**src/rtl/fp_addsub_seq_unit.sv**
```systemverilog
// Multi-cycle IEEE-754 binary32 add/subtract engine with valid/ready handshakes.
// Fixed pipeline of FSM states (UNPACK, ALIGN, ADD, NORM, ROUND) then DONE until the result is taken.
module fp_addsub_seq_unit #(
  parameter int unsigned WIDTH  = 32,
  parameter int unsigned EXP_W  = 8,
  parameter int unsigned MANT_W = 23
) (
  input  logic             clk,
  input  logic             rst,
  input  logic             in_valid,
  output logic             in_ready,
  input  logic [WIDTH-1:0] a,
  input  logic [WIDTH-1:0] b,
  input  logic             operation_select,
  output logic             out_valid,
  input  logic             out_ready,
  output logic [WIDTH-1:0] result,
  output logic             flag_invalid,
  output logic             flag_overflow,
  output logic             flag_underflow
);

  localparam int unsigned SIG_W = MANT_W + 1;        // significand with hidden bit
  localparam int unsigned EXT_W = SIG_W + 3;         // plus guard, round, sticky
  localparam int unsigned SUM_W = EXT_W + 1;         // plus carry out
  localparam int unsigned SE_W  = EXP_W + 2;         // working exponent, MSB flags negative
  localparam int unsigned LZ_W  = $clog2(EXT_W + 1);
  localparam int unsigned RND_W = SIG_W + 1;
  localparam logic [EXP_W-1:0] EXP_MAX = '1;
  localparam logic [WIDTH-1:0] QNAN = {1'b0, EXP_MAX, 1'b1, {(MANT_W-1){1'b0}}};

  // Only binary32 is implemented
  if (WIDTH != 32 || EXP_W != 8 || MANT_W != 23) begin : g_bad_cfg
    $error("fp_addsub_seq_unit: only binary32 (32/8/23) is supported");
  end

  typedef enum logic [2:0] {
    S_IDLE, S_UNPACK, S_ALIGN, S_ADD, S_NORM, S_ROUND, S_DONE
  } state_t;

  state_t state, state_next;
  logic   accept;

  // Latched operands
  logic [WIDTH-1:0] a_q, b_q;
  logic             op_q;

  // UNPACK stage registers
  logic             sa_q, sb_q;
  logic [EXP_W-1:0] ea_q, eb_q;
  logic [SIG_W-1:0] ma_q, mb_q;
  logic             spec_q, spec_inv_q;
  logic [WIDTH-1:0] spec_res_q;

  // ALIGN / ADD / NORM stage registers
  logic             sign_q, sub_q;
  logic [SE_W-1:0]  exp_q;
  logic [EXT_W-1:0] big_q, small_q;
  logic [SUM_W-1:0] sum_q;
  logic [EXT_W-1:0] norm_q;
  logic [SE_W-1:0]  nexp_q;
  logic             nsign_q, nzero_q, nuf_q;

  // Field views of the latched operands; B's sign folds in the operation
  logic             a_sign, b_sign;
  logic [EXP_W-1:0] a_exp, b_exp;
  logic [MANT_W-1:0] a_man, b_man;
  assign a_sign = a_q[WIDTH-1];
  assign b_sign = b_q[WIDTH-1] ^ ~op_q;
  assign a_exp  = a_q[WIDTH-2 -: EXP_W];
  assign b_exp  = b_q[WIDTH-2 -: EXP_W];
  assign a_man  = a_q[MANT_W-1:0];
  assign b_man  = b_q[MANT_W-1:0];

  // UNPACK: special-case classification and subnormal flush
  logic             u_spec, u_inv;
  logic [WIDTH-1:0] u_res;
  logic             a_nan, b_nan, a_inf, b_inf, a_zero, b_zero;
  always_comb begin
    a_nan  = (a_exp == EXP_MAX) && (a_man != '0);
    b_nan  = (b_exp == EXP_MAX) && (b_man != '0);
    a_inf  = (a_exp == EXP_MAX) && (a_man == '0);
    b_inf  = (b_exp == EXP_MAX) && (b_man == '0);
    a_zero = (a_exp == '0);
    b_zero = (b_exp == '0);
    u_spec = 1'b1;
    u_inv  = 1'b0;
    u_res  = '0;
    if (a_nan || b_nan) begin
      u_res = QNAN;
      u_inv = 1'b1;
    end else if (a_inf && b_inf && (a_sign != b_sign)) begin
      u_res = QNAN;
      u_inv = 1'b1;
    end else if (a_inf) begin
      u_res = {a_sign, EXP_MAX, {MANT_W{1'b0}}};
    end else if (b_inf) begin
      u_res = {b_sign, EXP_MAX, {MANT_W{1'b0}}};
    end else if (a_zero && b_zero) begin
      u_res = {a_sign & b_sign, {(WIDTH-1){1'b0}}};
    end else begin
      u_spec = 1'b0;
    end
  end

  // ALIGN: order by magnitude, shift the smaller significand with sticky collection
  logic             a_ge;
  logic [EXP_W-1:0] big_e, small_e, diff, sh;
  logic [SIG_W-1:0] big_m, small_m;
  logic [2*EXT_W-1:0] wide;
  logic [EXT_W-1:0] al_small;
  always_comb begin
    a_ge    = {ea_q, ma_q} >= {eb_q, mb_q};
    big_e   = a_ge ? ea_q : eb_q;
    small_e = a_ge ? eb_q : ea_q;
    big_m   = a_ge ? ma_q : mb_q;
    small_m = a_ge ? mb_q : ma_q;
    diff    = big_e - small_e;
    sh      = (diff > EXP_W'(EXT_W)) ? EXP_W'(EXT_W) : diff;
    wide    = {small_m, 3'b000, {EXT_W{1'b0}}} >> sh;
    al_small = {wide[2*EXT_W-1 -: EXT_W-1], wide[EXT_W] | (|wide[EXT_W-1:0])};
  end

  // ADD: magnitude add or subtract; big >= small so the difference is non-negative
  logic [SUM_W-1:0] add_sum;
  always_comb begin
    if (sub_q) add_sum = {1'b0, big_q} - {1'b0, small_q};
    else       add_sum = {1'b0, big_q} + {1'b0, small_q};
  end

  // NORM: carry right-shift or leading-zero left-shift, flush on exponent underflow
  logic [LZ_W-1:0]  lz;
  logic [EXT_W-1:0] n_sig;
  logic [SE_W-1:0]  n_exp;
  logic             n_zero, n_uf;
  always_comb begin
    lz = LZ_W'(EXT_W);
    for (int i = 0; i < int'(EXT_W); i++) begin
      if (sum_q[i]) lz = LZ_W'(int'(EXT_W) - 1 - i);
    end
    if (sum_q[EXT_W]) begin
      n_sig = {sum_q[EXT_W:2], sum_q[1] | sum_q[0]};
      n_exp = exp_q + SE_W'(1);
    end else begin
      n_sig = sum_q[EXT_W-1:0] << lz;
      n_exp = exp_q - SE_W'(lz);
    end
    n_zero = (sum_q == '0);
    n_uf   = !n_zero && (n_exp[SE_W-1] || (n_exp == '0));
  end

  // ROUND: nearest-even, renormalise on mantissa carry, saturate to infinity
  logic             rup;
  logic [RND_W-1:0] m_r;
  logic [SE_W-1:0]  r_exp;
  logic [MANT_W-1:0] frac;
  logic [WIDTH-1:0] r_res;
  logic             r_inv, r_ovf, r_uf;
  always_comb begin
    rup   = norm_q[2] & (norm_q[1] | norm_q[0] | norm_q[3]);
    m_r   = {1'b0, norm_q[EXT_W-1:3]} + RND_W'(rup);
    r_exp = m_r[SIG_W] ? nexp_q + SE_W'(1) : nexp_q;
    frac  = m_r[SIG_W] ? m_r[MANT_W:1] : m_r[MANT_W-1:0];
    r_inv = 1'b0;
    r_ovf = 1'b0;
    r_uf  = 1'b0;
    if (spec_q) begin
      r_res = spec_res_q;
      r_inv = spec_inv_q;
    end else if (nzero_q) begin
      r_res = '0;
    end else if (nuf_q) begin
      r_res = {nsign_q, {(WIDTH-1){1'b0}}};
      r_uf  = 1'b1;
    end else if (r_exp >= SE_W'(EXP_MAX)) begin
      r_res = {nsign_q, EXP_MAX, {MANT_W{1'b0}}};
      r_ovf = 1'b1;
    end else begin
      r_res = {nsign_q, r_exp[EXP_W-1:0], frac};
    end
  end

  // Next-state logic
  always_comb begin
    state_next = state;
    accept     = 1'b0;
    case (state)
      S_IDLE:   if (in_valid) begin
                  state_next = S_UNPACK;
                  accept     = 1'b1;
                end
      S_UNPACK: state_next = S_ALIGN;
      S_ALIGN:  state_next = S_ADD;
      S_ADD:    state_next = S_NORM;
      S_NORM:   state_next = S_ROUND;
      S_ROUND:  state_next = S_DONE;
      S_DONE:   if (out_ready) state_next = S_IDLE;
      default:  state_next = S_IDLE;
    endcase
  end

  // State, handshake outputs, result and flags
  always_ff @(posedge clk) begin
    if (rst) begin
      state          <= S_IDLE;
      in_ready       <= 1'b1;
      out_valid      <= 1'b0;
      result         <= '0;
      flag_invalid   <= 1'b0;
      flag_overflow  <= 1'b0;
      flag_underflow <= 1'b0;
    end else begin
      state     <= state_next;
      in_ready  <= (state_next == S_IDLE);
      out_valid <= (state_next == S_DONE);
      if (accept) begin
        result         <= '0;
        flag_invalid   <= 1'b0;
        flag_overflow  <= 1'b0;
        flag_underflow <= 1'b0;
      end else if (state == S_ROUND) begin
        result         <= r_res;
        flag_invalid   <= r_inv;
        flag_overflow  <= r_ovf;
        flag_underflow <= r_uf;
      end
    end
  end

  // Datapath stage registers, each loaded in its own state
  always_ff @(posedge clk) begin
    if (accept) begin
      a_q  <= a;
      b_q  <= b;
      op_q <= operation_select;
    end
    if (state == S_UNPACK) begin
      sa_q       <= a_sign;
      sb_q       <= b_sign;
      ea_q       <= a_exp;
      eb_q       <= b_exp;
      ma_q       <= a_zero ? '0 : {1'b1, a_man};
      mb_q       <= b_zero ? '0 : {1'b1, b_man};
      spec_q     <= u_spec;
      spec_inv_q <= u_inv;
      spec_res_q <= u_res;
    end
    if (state == S_ALIGN) begin
      sign_q  <= a_ge ? sa_q : sb_q;
      sub_q   <= sa_q ^ sb_q;
      exp_q   <= SE_W'(big_e);
      big_q   <= {big_m, 3'b000};
      small_q <= al_small;
    end
    if (state == S_ADD) begin
      sum_q <= add_sum;
    end
    if (state == S_NORM) begin
      norm_q  <= n_sig;
      nexp_q  <= n_exp;
      nsign_q <= sign_q;
      nzero_q <= n_zero;
      nuf_q   <= n_uf;
    end
  end

endmodule

```
**config.mk**
```make
export PLATFORM = sky130hd
export DESIGN_NAME = fp_addsub_seq_unit
export DESIGN_NICKNAME = d
export VERILOG_FILES = /design/src/rtl/fp_addsub_seq_unit.sv
export SDC_FILE = /design/constraint.sdc
export NUM_CORES = 1
export LEC_CHECK = 0
export CAP_MARGIN = 25
export CORE_MARGIN = 3
export CORE_UTILIZATION = 50
export CTS_BUF_LIST = sky130_fd_sc_hd__clkbuf_4 sky130_fd_sc_hd__clkbuf_8 sky130_fd_sc_hd__clkbuf_16
export DETAILED_ROUTE_END_ITERATION = 7
export HOLD_SLACK_MARGIN = 0.02
export PLACE_DENSITY = 0.72
export SYNTH_ARGS = -nofsm -noshare
export SYNTH_HDL_FRONTEND = slang
export SYNTH_SLANG_ARGS = --single-unit
```
**constraint.sdc**
```tcl
create_clock -name clk -period 29 [get_ports clk]
set_input_delay 5.8 -clock clk [delete_from_list [all_inputs] [get_ports clk]]
set_output_delay 5.8 -clock clk [all_outputs]
set_load 0.02 [all_outputs]
```
==> flow_summary.json <==
{
  "nFillCells": 3168,
  "final_antenna_net_count": 0,
  "synth.largest_area_cell": "edfxtp_1",
  "worstMarginPinSlew_ps": 928,
  "p_leak_nw": 7.84,
  "ctsHtreeMaxLevel": 1,
  "synth-main-ff-cell": "edfxtp_1",
  "clock-sinks": 305,
  "syn_area_sq_mm": 0.0188,
  "cts_made_buffers": 31,
  "antenna_found_initial": 0,
  "synth-seq-cells": 305,
  "crit_family": "compound AO/OA/AOI/OAI gates",
  "worstSetupPathType": "reg2reg",
  "cap_violations": 0,
  "seq_area_sq_mm": 0.00876,
  "ys_seq_area_share_pct": 46.6,
  "synth_edf_count": 265,
  "min_path_type": "reg2reg",
  "final_cells": 2471,
  "cp_common_cell": "o21ai_0",
  "slowest_stage": "buf_4",
  "drt_iter0_markers": 1124,
  "startpoint_type": "register",
  "cp_num_cells": 24,
  "worstPathCellList": "ha_1 -> a211oi_1 -> o21bai_1 -> a2111oi_4 -> o211ai_1 -> a21oi_4 -> buf_4 -> mux2i_1 -> ha_1 -> o21ai_0 -> o21ai_0 -> a21oi_1 -> mux2i_1 -> a311o_1 -> a2111oi_4 -> nand2_2 -> nor3_4 -> buf_4 -> o31ai_1 -> o21ai_0 -> nand4_1 -> a2111oi_2 -> o2111a_1 -> o211ai_1",
  "dieArea_sq_mm": 0.0400,
  "syn_inst": 1885,
  "worstSkewPairLatency_ps": 570,
  "drc": 0,
  "synth.distinct_cells": 84,
  "final.setup.tns_ps": 0,
  "die_width_microns": 200,
  "drt_first_pass_iters": 7,
  "maxSlewViolCount": 0,
  "cts.clk_slew.worst_paths_ps": 70,
  "die_h_microns": 200,
  "clk_path_buf_depth": 3,
  "n_antenna_cell": 0,
  "num_vias": 14675,
  "setup_violations": 0,
  "initial_utilization_pct": 51.0,
  "detail_route.wirelength_microns": 45300,
  "grt_first_pass_wirelength_microns": 73300,
  "routedWlPerCell_microns": 18.3,
  "status": "finished, final reports clean",
  "cts_tree": "built",
  "crit_fanout": 91,
  "dp_hpwl_microns": 34300,
  "max-vdd-ir-drop_mv": 0.0505,
  "final_nets": 2111,
  "areaGrowthSynthToFinish_pct": 13.3,
  "placedInstanceArea_sq_mm": 0.0203,
  "slew_headroom_pct": 38.2,
  "placedCellCount": 2419,
  "fin_ws_ps": 21430,
  "synth_top_area_share_pct": 42.3,
  "grt_pass1_vias": 14172,
  "fin_area_sq_mm": 0.0213,
  "post_synth_main_area_contributors": "edfxtp_1 (42%), ha_1 (6.1%), dfxtp_1 (4.3%)",
  "pre_cts_slack_ps": 20950,
  "io_pins": 106,
  "synth_common_cells": "edfxtp_1 (265), nor2_1 (165), a21oi_1 (150), nand2_1 (129), inv_1 (116)",
  "yosysMostFrequentCell": "edfxtp_1",
  "power.density_mw_per_mm2": 62.3,
  "r2r_setup_slack_ps": 21430,
  "cts_setup_buffers": 0,
  "grt_max_degree": 92,
  "arrival_ps": 7880,
  "io_buffers": 105,
  "via_per_inst": 5.94,
  "core_area_sq_mm": 0.0369,
  "max_freq_mhz": 132,
  "slowest_delay_ps": 740,
  "globalRouteTotalUtil_pct": 22.5,
  "cts_root_buf": "clkbuf_16",
  "fin_crit_ps": 7570,
  "rr_worst_depth": 24,
  "grt-ovfl-total": 0,
  "gp_congestion": 0.978,
  "syn_nets": 2048,
  "core.rowCount": 70,
  "ys_warn_count": 0,
  "path_buf_inv": 2,
  "timing.rr.start": "ma_q[17]$_SDFFCE_PN0P_",
  "crit_path_end": "small_q[0]$_DFFE_PP_",
  "crit_start": "ma_q[17]$_SDFFCE_PN0P_",
  "rsz0062_at_grt": "false",
  "async_reset_ff_share_pct": 0,
  "ctsHoldBuffers": 0,
  "finClkSkew_ps": 11.2,
  "cp-end-kind": "register",
  "worstPathRequired_ps": 29310,
  "r2r-end": "small_q[0]$_DFFE_PP_",
  "hold_viol_final": 0,
  "multi_input_area_sq_mm": 0.00925,
  "post_cts_resized": 0,
  "total_power_mw": 1.33,
  "drive_gt1_share_pct": 7.57,
  "finalCritPeriodShare_pct": 26.1,
  "synth_area_per_cell_sq_um": 9.97
}
==> logic make-up after synthesis <==
| logic type | after synthesis | synth area share [%] |
|---|---|---|
| compound gates | 503 | 17.7 |
| xor+xnor | 64 | 2.98 |
| fa+ha+maj | 94 | 6.34 |
| buf+inv | 213 | 4.49 |
| flops | 305 | 46.6 |
| mux | 113 | 6.36 |
| simple gates | 593 | 15.6 |
==> stage by stage <==
step           util, %  hold slack [ps]
2_1_floorplan        -              400
3_3_place_gp      55.0              403
3_5_place_dp      55.0              421
4_1_cts           57.8              435
5_1_grt           57.8              471
6_report          57.8              443
==> worst min-delay path by stage <==
stage                             end  cells past startpoint             start  slack (ps)
floorplan           nsign_q$_DFFE_PN_                      0  sign_q$_DFFE_PP_         400
global placement    nsign_q$_DFFE_PN_                      0  sign_q$_DFFE_PP_         400
detailed placement  nsign_q$_DFFE_PN_                      0  sign_q$_DFFE_PP_         420
CTS                 nsign_q$_DFFE_PN_                      0  sign_q$_DFFE_PP_         440
global route        nsign_q$_DFFE_PN_                      0  sign_q$_DFFE_PP_         470
finish              nsign_q$_DFFE_PN_                      0  sign_q$_DFFE_PP_         440
==> worst register-to-register path, delay by kind of cell (launching register included) <==
family / cells / cell delay [ps]
AO/OA/AOI/OAI: 15 / 3640
adder cells (fa/ha/maj): 2 / 610
buffers and inverters: 2 / 1110
flip-flops: 1 / 410
multiplexers: 2 / 440
AND/OR/NAND/NOR: 3 / 1130
==> placed cells by master (no fill, tap or decap), types with 23 or more instances in the layout <==
| cell type | Yosys | routed |
|---|---|---|
| nand2_1 | 129 | 129 |
| and3_1 | 29 | 29 |
| xnor2_1 | 39 | 39 |
| nor3_1 | 41 | 41 |
| ha_1 | 92 | 92 |
| nand3_1 | 39 | 39 |
| nand4_1 | 24 | 24 |
| mux2i_1 | 64 | 64 |
| nor4_1 | 27 | 27 |
| nor2_1 | 165 | 162 |
| inv_1 | 116 | 116 |
| mux2_2 | 48 | 48 |
| edfxtp_1 | 265 | 265 |
| clkbuf_16 | 0 | 31 |
| clkdlybuf4s50_1 | 0 | 105 |
| o21ai_0 | 115 | 114 |
| dfxtp_1 | 40 | 40 |
| xor2_1 | 25 | 25 |
| and2_1 | 69 | 70 |
| a21oi_1 | 150 | 149 |
| a31oi_1 | 23 | 23 |
==> layout make-up <==
cell class | count | area share (%)
Multi-Input combinational cell | 1367 | 43.4
Sequential cell | 305 | 41.1
Clock inverter | 14 | 0.828
Clock buffer | 38 | 3.89
Timing Repair Buffer | 124 | 5.70
Inverter | 119 | 2.10
Tap cell | 504 | 2.96
==> routing by layer <==
metal	wire length, microns	track usage [%]
met1	19500	30.9
met2	22300	38.7
met3	2420	2.38
met4	1100	5.74
met5	0	0
==> power by group <==
part	internal [mW]	switching [mW]	total (mW)	leakage, nW
sequential	0.527	0.0225	0.549	2.77
clock	0.237	0.161	0.397	0.502
combinational	0.137	0.243	0.380	4.57
total	0.900	0.427	1.33	7.84
==> sequential cells by signal, summed over array words and instances, names as in the netlist, 27 cells and up <==
signal	cells
small_q	27
norm_q	27
b_q	32
a_q	32
sum_q	28
result	32
Power figures use the tool's default switching activity.
